**config.mk**
```make
export PLATFORM = sky130hd
export DESIGN_NAME = draw_req_sched
export DESIGN_NICKNAME = d
export VERILOG_FILES = /design/src/rtl/draw_pkg.sv /design/src/rtl/draw_req_fifo.sv /design/src/rtl/draw_req_sched.sv
export SDC_FILE = /design/constraint.sdc
export NUM_CORES = 1
export LEC_CHECK = 0
export ABC_CLOCK_PERIOD_IN_PS = 5200
export CAP_MARGIN = 20
export CORE_ASPECT_RATIO = 0.8
export CORE_UTILIZATION = 60
export CTS_CLUSTER_DIAMETER = 80
export DETAILED_ROUTE_END_ITERATION = 6
export GPL_ROUTABILITY_DRIVEN = 0
export GPL_TIMING_DRIVEN = 0
export HOLD_SLACK_MARGIN = 0.02
export PLACE_DENSITY = 0.82
export SYNTH_ARGS = -nofsm -noshare
export SYNTH_HDL_FRONTEND = slang
export SYNTH_HIERARCHICAL = 1
export SYNTH_SLANG_ARGS = --single-unit
```
**constraint.sdc**
```tcl
create_clock -name LCD_CLK -period 5.2 [get_ports LCD_CLK]
set_input_delay 1.04 -clock LCD_CLK [delete_from_list [all_inputs] [get_ports LCD_CLK]]
set_output_delay 1.04 -clock LCD_CLK [all_outputs]
set_load 0.02 [all_outputs]
```
**src/rtl/draw_pkg.sv**
```systemverilog
`default_nettype none
// ============================================================================
// draw_pkg : shared types and constants for the LCD draw-request scheduler
// Rev 1.0  : initial release
// ============================================================================
package draw_pkg;

  localparam int DEPTH_DEFAULT   = 4;
  localparam int TIMEOUT_DEFAULT = 4096;
  localparam int WAIT_CNT_W      = 16;

  localparam logic [1:0] EMPTY     = 2'd0;
  localparam logic [1:0] PLAYER_A  = 2'd1;
  localparam logic [1:0] PLAYER_B  = 2'd2;
  localparam logic [1:0] HIGHLIGHT = 2'd3;

  typedef enum logic [1:0] {
    ST_BOOT       = 2'd0,
    ST_IDLE       = 2'd1,
    ST_WAIT_START = 2'd2,
    ST_WAIT_DONE  = 2'd3
  } sched_state_t;

  typedef struct packed {
    logic [5:0] pos;
    logic [1:0] img;
  } draw_req_t;

  // The drawer only acts on an image change, so a repeat is first sent inverted.
  function automatic logic [1:0] first_image(input logic [1:0] img, input logic [1:0] last);
    return (img != last) ? img : ~img;
  endfunction

endpackage
`default_nettype wire

```
**src/rtl/draw_req_fifo.sv**
```systemverilog
`default_nettype none
// ============================================================================
// draw_req_fifo : power-of-two request FIFO with wrap-around pointers
// Rev 1.0       : initial release
// ============================================================================
module draw_req_fifo
  import draw_pkg::*;
#(
  parameter int  DEPTH = DEPTH_DEFAULT,
  localparam int AW    = $clog2(DEPTH),
  localparam int LW    = AW + 1
) (
  input  logic          LCD_CLK,
  input  logic          RESETN,
  input  logic          push_i,
  input  draw_req_t     wdata_i,
  input  logic          pop_i,
  output draw_req_t     rdata_o,
  output logic [LW-1:0] level_o,
  output logic          full_o,
  output logic          empty_o
);

  draw_req_t     mem_q [DEPTH];
  logic [AW-1:0] wr_ptr_q;
  logic [AW-1:0] rd_ptr_q;
  logic [LW-1:0] level_q;
  logic          do_push;
  logic          do_pop;

  assign full_o  = (level_q == LW'(DEPTH));
  assign empty_o = (level_q == '0);
  assign do_push = push_i && !full_o;
  assign do_pop  = pop_i && !empty_o;

  always_ff @(posedge LCD_CLK or negedge RESETN) begin
    if (!RESETN) begin
      wr_ptr_q <= '0;
      rd_ptr_q <= '0;
      level_q  <= '0;
    end else begin
      if (do_push) wr_ptr_q <= wr_ptr_q + 1'b1;
      if (do_pop)  rd_ptr_q <= rd_ptr_q + 1'b1;
      case ({do_push, do_pop})
        2'b10:   level_q <= level_q + 1'b1;
        2'b01:   level_q <= level_q - 1'b1;
        default: level_q <= level_q;
      endcase
    end
  end

  // Storage needs no reset: the pointers and level define what is valid.
  always_ff @(posedge LCD_CLK) begin
    if (do_push) mem_q[wr_ptr_q] <= wdata_i;
  end

  assign rdata_o = mem_q[rd_ptr_q];
  assign level_o = level_q;

endmodule
`default_nettype wire

```
**src/rtl/draw_req_sched.sv**
```systemverilog
`default_nettype none
// ============================================================================
// draw_req_sched : queues cell draw requests and sequences them to the LCD drawer
// Rev 1.0        : initial release
// ============================================================================
module draw_req_sched
  import draw_pkg::*;
#(
  parameter int  DEPTH   = DEPTH_DEFAULT,
  parameter int  TIMEOUT = TIMEOUT_DEFAULT,
  localparam int LW      = $clog2(DEPTH) + 1
) (
  input  logic          LCD_CLK,
  input  logic          RESETN,
  input  logic          req_valid,
  input  logic [5:0]    req_pos,
  input  logic [1:0]    req_image,
  output logic          req_ready,
  output logic [5:0]    pos,
  output logic [1:0]    image,
  input  logic          done,
  output logic          busy,
  output logic          err,
  output logic [LW-1:0] level
);

  localparam logic [WAIT_CNT_W-1:0] TIMEOUT_LAST = WAIT_CNT_W'(TIMEOUT - 1);

  sched_state_t          state_q;
  logic [5:0]            pos_q;
  logic [1:0]            img_q;
  logic [1:0]            cur_img_q;
  logic [1:0]            last_img_q;
  logic                  kick_q;
  logic                  err_q;
  logic [WAIT_CNT_W-1:0] wait_cnt_q;

  logic                  fifo_push;
  logic                  fifo_pop;
  draw_req_t             fifo_wdata;
  draw_req_t             fifo_head;
  logic [LW-1:0]         fifo_level;
  logic                  fifo_full;
  logic                  fifo_empty;
  logic                  wait_expired;
  logic                  in_flight;

  assign req_ready  = !fifo_full;
  assign fifo_push  = req_valid && req_ready;
  assign fifo_wdata = '{pos: req_pos, img: req_image};
  assign fifo_pop   = (state_q == ST_IDLE) && !fifo_empty;

  draw_req_fifo #(
    .DEPTH (DEPTH)
  ) u_fifo (
    .LCD_CLK (LCD_CLK),
    .RESETN  (RESETN),
    .push_i  (fifo_push),
    .wdata_i (fifo_wdata),
    .pop_i   (fifo_pop),
    .rdata_o (fifo_head),
    .level_o (fifo_level),
    .full_o  (fifo_full),
    .empty_o (fifo_empty)
  );

  assign wait_expired = (wait_cnt_q == TIMEOUT_LAST);
  assign in_flight    = (state_q == ST_WAIT_START) || (state_q == ST_WAIT_DONE);

  always_ff @(posedge LCD_CLK or negedge RESETN) begin
    if (!RESETN) begin
      state_q    <= ST_BOOT;
      pos_q      <= '0;
      img_q      <= EMPTY;
      cur_img_q  <= EMPTY;
      last_img_q <= EMPTY;
      kick_q     <= 1'b0;
      err_q      <= 1'b0;
      wait_cnt_q <= '0;
    end else begin
      case (state_q)
        ST_BOOT: begin
          if (done) state_q <= ST_IDLE;
        end

        // done is deliberately not looked at here, so idle glitches are harmless.
        ST_IDLE: begin
          if (!fifo_empty) begin
            pos_q      <= fifo_head.pos;
            cur_img_q  <= fifo_head.img;
            img_q      <= first_image(fifo_head.img, last_img_q);
            kick_q     <= (fifo_head.img == last_img_q);
            wait_cnt_q <= '0;
            state_q    <= ST_WAIT_START;
          end
        end

        ST_WAIT_START: begin
          if (!done) begin
            wait_cnt_q <= '0;
            state_q    <= ST_WAIT_DONE;
          end else if (wait_expired) begin
            err_q      <= 1'b1;
            last_img_q <= img_q;
            kick_q     <= 1'b0;
            wait_cnt_q <= '0;
            state_q    <= ST_IDLE;
          end else begin
            wait_cnt_q <= wait_cnt_q + 1'b1;
          end
        end

        ST_WAIT_DONE: begin
          if (done) begin
            wait_cnt_q <= '0;
            if (kick_q) begin
              // Inverted dummy draw finished; now send the real image.
              img_q   <= cur_img_q;
              kick_q  <= 1'b0;
              state_q <= ST_WAIT_START;
            end else begin
              last_img_q <= cur_img_q;
              state_q    <= ST_IDLE;
            end
          end else if (wait_expired) begin
            err_q      <= 1'b1;
            last_img_q <= img_q;
            kick_q     <= 1'b0;
            wait_cnt_q <= '0;
            state_q    <= ST_IDLE;
          end else begin
            wait_cnt_q <= wait_cnt_q + 1'b1;
          end
        end

        default: state_q <= ST_BOOT;
      endcase
    end
  end

  assign pos   = pos_q;
  assign image = img_q;
  assign err   = err_q;
  assign level = fifo_level;
  assign busy  = in_flight || !fifo_empty;

endmodule
`default_nettype wire

```
==> impl_metrics.json <==
{
  "grt_pass1_vias": 1982,
  "synth_top_family_by_area": "simple AND/OR/NAND/NOR gates",
  "failed_checks": "DRC",
  "ys_seq_elements": 71,
  "regToRegEndpoint": "u_fifo/level_o[2]",
  "irDropWorstVdd_v": 0.0003177,
  "clk_latency_ps": 340,
  "yosys-top-cells-area": "dfrtp_1, edfxtp_1, mux4_2",
  "skew_ps": 10.63,
  "synth_compound_area_share_pct": 10.07,
  "cts_tree": "built",
  "synth.distinct_cells": 47,
  "max_stage_delay_ps": 500,
  "drt-total-wl_um": 5718,
  "rrSetupSlack_ps": 2250,
  "synth_top_area_share_pct": 29.98,
  "dp_hpwl_um": 3857,
  "hold_class": "flop to flop",
  "arrival_ps": 3220,
  "synth_edf_count": 32,
  "crit_chain": "nor3_1, nand2b_1, nor2_1, buf_1, o31a_2, ha_1, inv_1, fa_1, xor2_1, nor2_1, xor2_1",
  "wl_per_cell_um": 15.88,
  "cellLeakagePower_uw": 0.001439,
  "synthXorXnorAreaFrac_pct": 2.421,
  "finalHoldViolCount": 0,
  "hold_buffers": 0,
  "tns_ps": 0,
  "grt_overflow": 0,
  "syn_inst": 258,
  "max_clock_freq_mhz": 338.5,
  "core-area_um2": 5122,
  "cp-start-kind": "flop",
  "period_needed_ps": 2954,
  "row_count": 23,
  "utilization_pct": 73.35,
  "pwr_density_cell_nw_per_um2": 555.9,
  "drtAntennaViolNets": 0,
  "cts_root_buffer": "clkbuf_8",
  "cts_made_buffers": 9,
  "synthArstFlopShare_pct": 54.93,
  "crit_start": "u_fifo/level_o[0]",
  "min_path_cells": 1,
  "grt_setup_unrepaired": "false",
  "slew_viol_final": 0,
  "end_kind": "flop",
  "vias": 2167,
  "grt_usage_pct": 22.40,
  "finalSetupViolations": 0,
  "yosysSeqAreaShare_pct": 59.49,
  "grt_pass1_wl_um": 9390,
  "crit_family": "simple AND/OR/NAND/NOR gates",
  "htreeDepth": 3,
  "drtIter0Drc": 258,
  "synthAdderAreaFrac_pct": 2.921,
  "nets": 312,
  "cts_setup_buffers": 0,
  "pin_count": 26,
  "min_from": "err",
  "die_area_um2": 5726,
  "crit_end": "u_fifo/level_o[2]",
  "area.growth.synth_to_final_pct": 15.41,
  "grt_start_max_net_pins": 40,
  "syn_area_um2": 3256,
  "synth-simple-area-share_pct": 12.45,
  "cts.sink_count": 71,
  "synth_flop_cell": "dfrtp_1",
  "syn_nets": 277,
  "antenna_found_initial": 0,
  "dieWidth_um": 84.36,
  "period_share_pct": 56.81,
  "drive_gt1_share_pct": 17.11,
  "ctsResizeCount": 0,
  "worst_pin_slew_ps": 885.7,
  "yosysMostFrequentCell": "dfrtp_1",
  "r2r_start": "u_fifo/level_o[0]",
  "required_ps": 5460,
  "clkTransAtPathRegs_ps": 80,
  "critPathKind": "flop to flop",
  "timing.hold.ws_ps": 469.5,
  "dr.pass1.iters": 7,
  "worstSetupPathDepth": 11,
  "yosys_warnings": 6,
  "port_buffers": 24,
  "synth_commonest_cells": "dfrtp_1, edfxtp_1, nand2_1",
  "p_total_uw": 2089,
  "outcome": "finished with violations",
  "diodes": 0,
  "initial_core_util_pct": 63.56,
  "drcViolationCount": 5,
  "cp_num_buf_inv": 2,
  "synth.area.mux_share_pct": 9.377,
  "slew_headroom_pct": 40.95,
  "viasPerCell": 6.019,
  "path_max_fanout": 10,
  "die_y_um": 67.89,
  "clockBufferDepth": 2,
  "critPathSlowestCell": "dfrtp_1",
  "yosysTopAreaCell": "dfrtp_1",
  "avgSynthCellArea_um2": 12.62,
  "reg2reg_depth": 11,
  "cap_violations": 0
}
## final cells by class
type	count	area, µm²
clock buffers	10	127.6
plain buffers	11	50.05
clock inverters	6	61.31
inverters	15	56.30
multi-input cells	161	1212
flip-flops and latches	71	1937
fillers	342	1365
repair buffers	24	235.2
well taps	62	77.57
## metal layers
layer / global-route usage, % / up-vias / wire length, µm
li1: - / 1016 / -
met1: 30.04 / 1065 / 2650
met2: 35.66 / 76 / 2641
met3: 7.238 / 10 / 335
met4: 6.992 / 0 / 90
met5: 0 / - / 0
## cells in the final DEF (no fill, tap or decap), drive strengths merged, types with 2 or more instances in the layout
cell type	instances
buf	8
or3	6
and2	4
xor2	6
mux2	9
a311oi	2
a31oi	6
nor2b	3
clkinv	4
o22ai	2
a22o	2
ha	6
inv	15
edfxtp	32
nand4	5
clkdlybuf4s50	23
nor4	2
o21ai	20
xnor2	3
o211ai	3
dfrtp	39
nand2b	3
nor2	11
mux2i	2
nand3	8
nand2	19
mux4	8
or2	2
a21oi	12
clkbuf	14
nor3	6
## flip-flops by register name, indices dropped and copies added, names as in the netlist
| signal | flops |
|---|---|
| err | 1 |
| u_fifo/level_o | 3 |
| u_fifo/mem_q | 32 |
| last_img_q | 2 |
| image | 2 |
| u_fifo/rd_ptr_q | 2 |
| pos | 6 |
| u_fifo/wr_ptr_q | 2 |
| kick_q | 1 |
| state_q | 2 |
| wait_cnt_q | 16 |
| cur_img_q | 2 |
## cell families (layout without fill, tap and decap cells)
kind of cell,count (synthesis),count (layout)
flip-flops,71,71
AO/OA/AOI/OAI,54,54
XOR/XNOR,9,9
buffers and inverters,26,66
AND/OR/NAND/NOR,72,72
multiplexers,19,19
adder cells (fa/ha/maj),7,7
## report_power, final
part	internal (µW)	total, µW	switching [µW]
combinational	389	842	453
clock	220	417	198
sequential	740	829	89.4
total	1350	2090	740
## worst min-delay path by stage
stage                                end  slack [ps]
after floorplan           wait_cnt_q[14]         460
after global placement               err         450
after detailed placement             err         460
after CTS                            err         470
after global routing                 err         480
final                                err         470
## stage by stage
stage                     worst slack, ps  instance area, µm²  cells
after floorplan                      2624                3256    258
after global placement               2107                3573    344
after detailed placement             2272                3568    344
after CTS                            2243                3757    360
after global routing                 2079                3757    360
final                                2246                3757    360
Power figures use the tool's default switching activity.
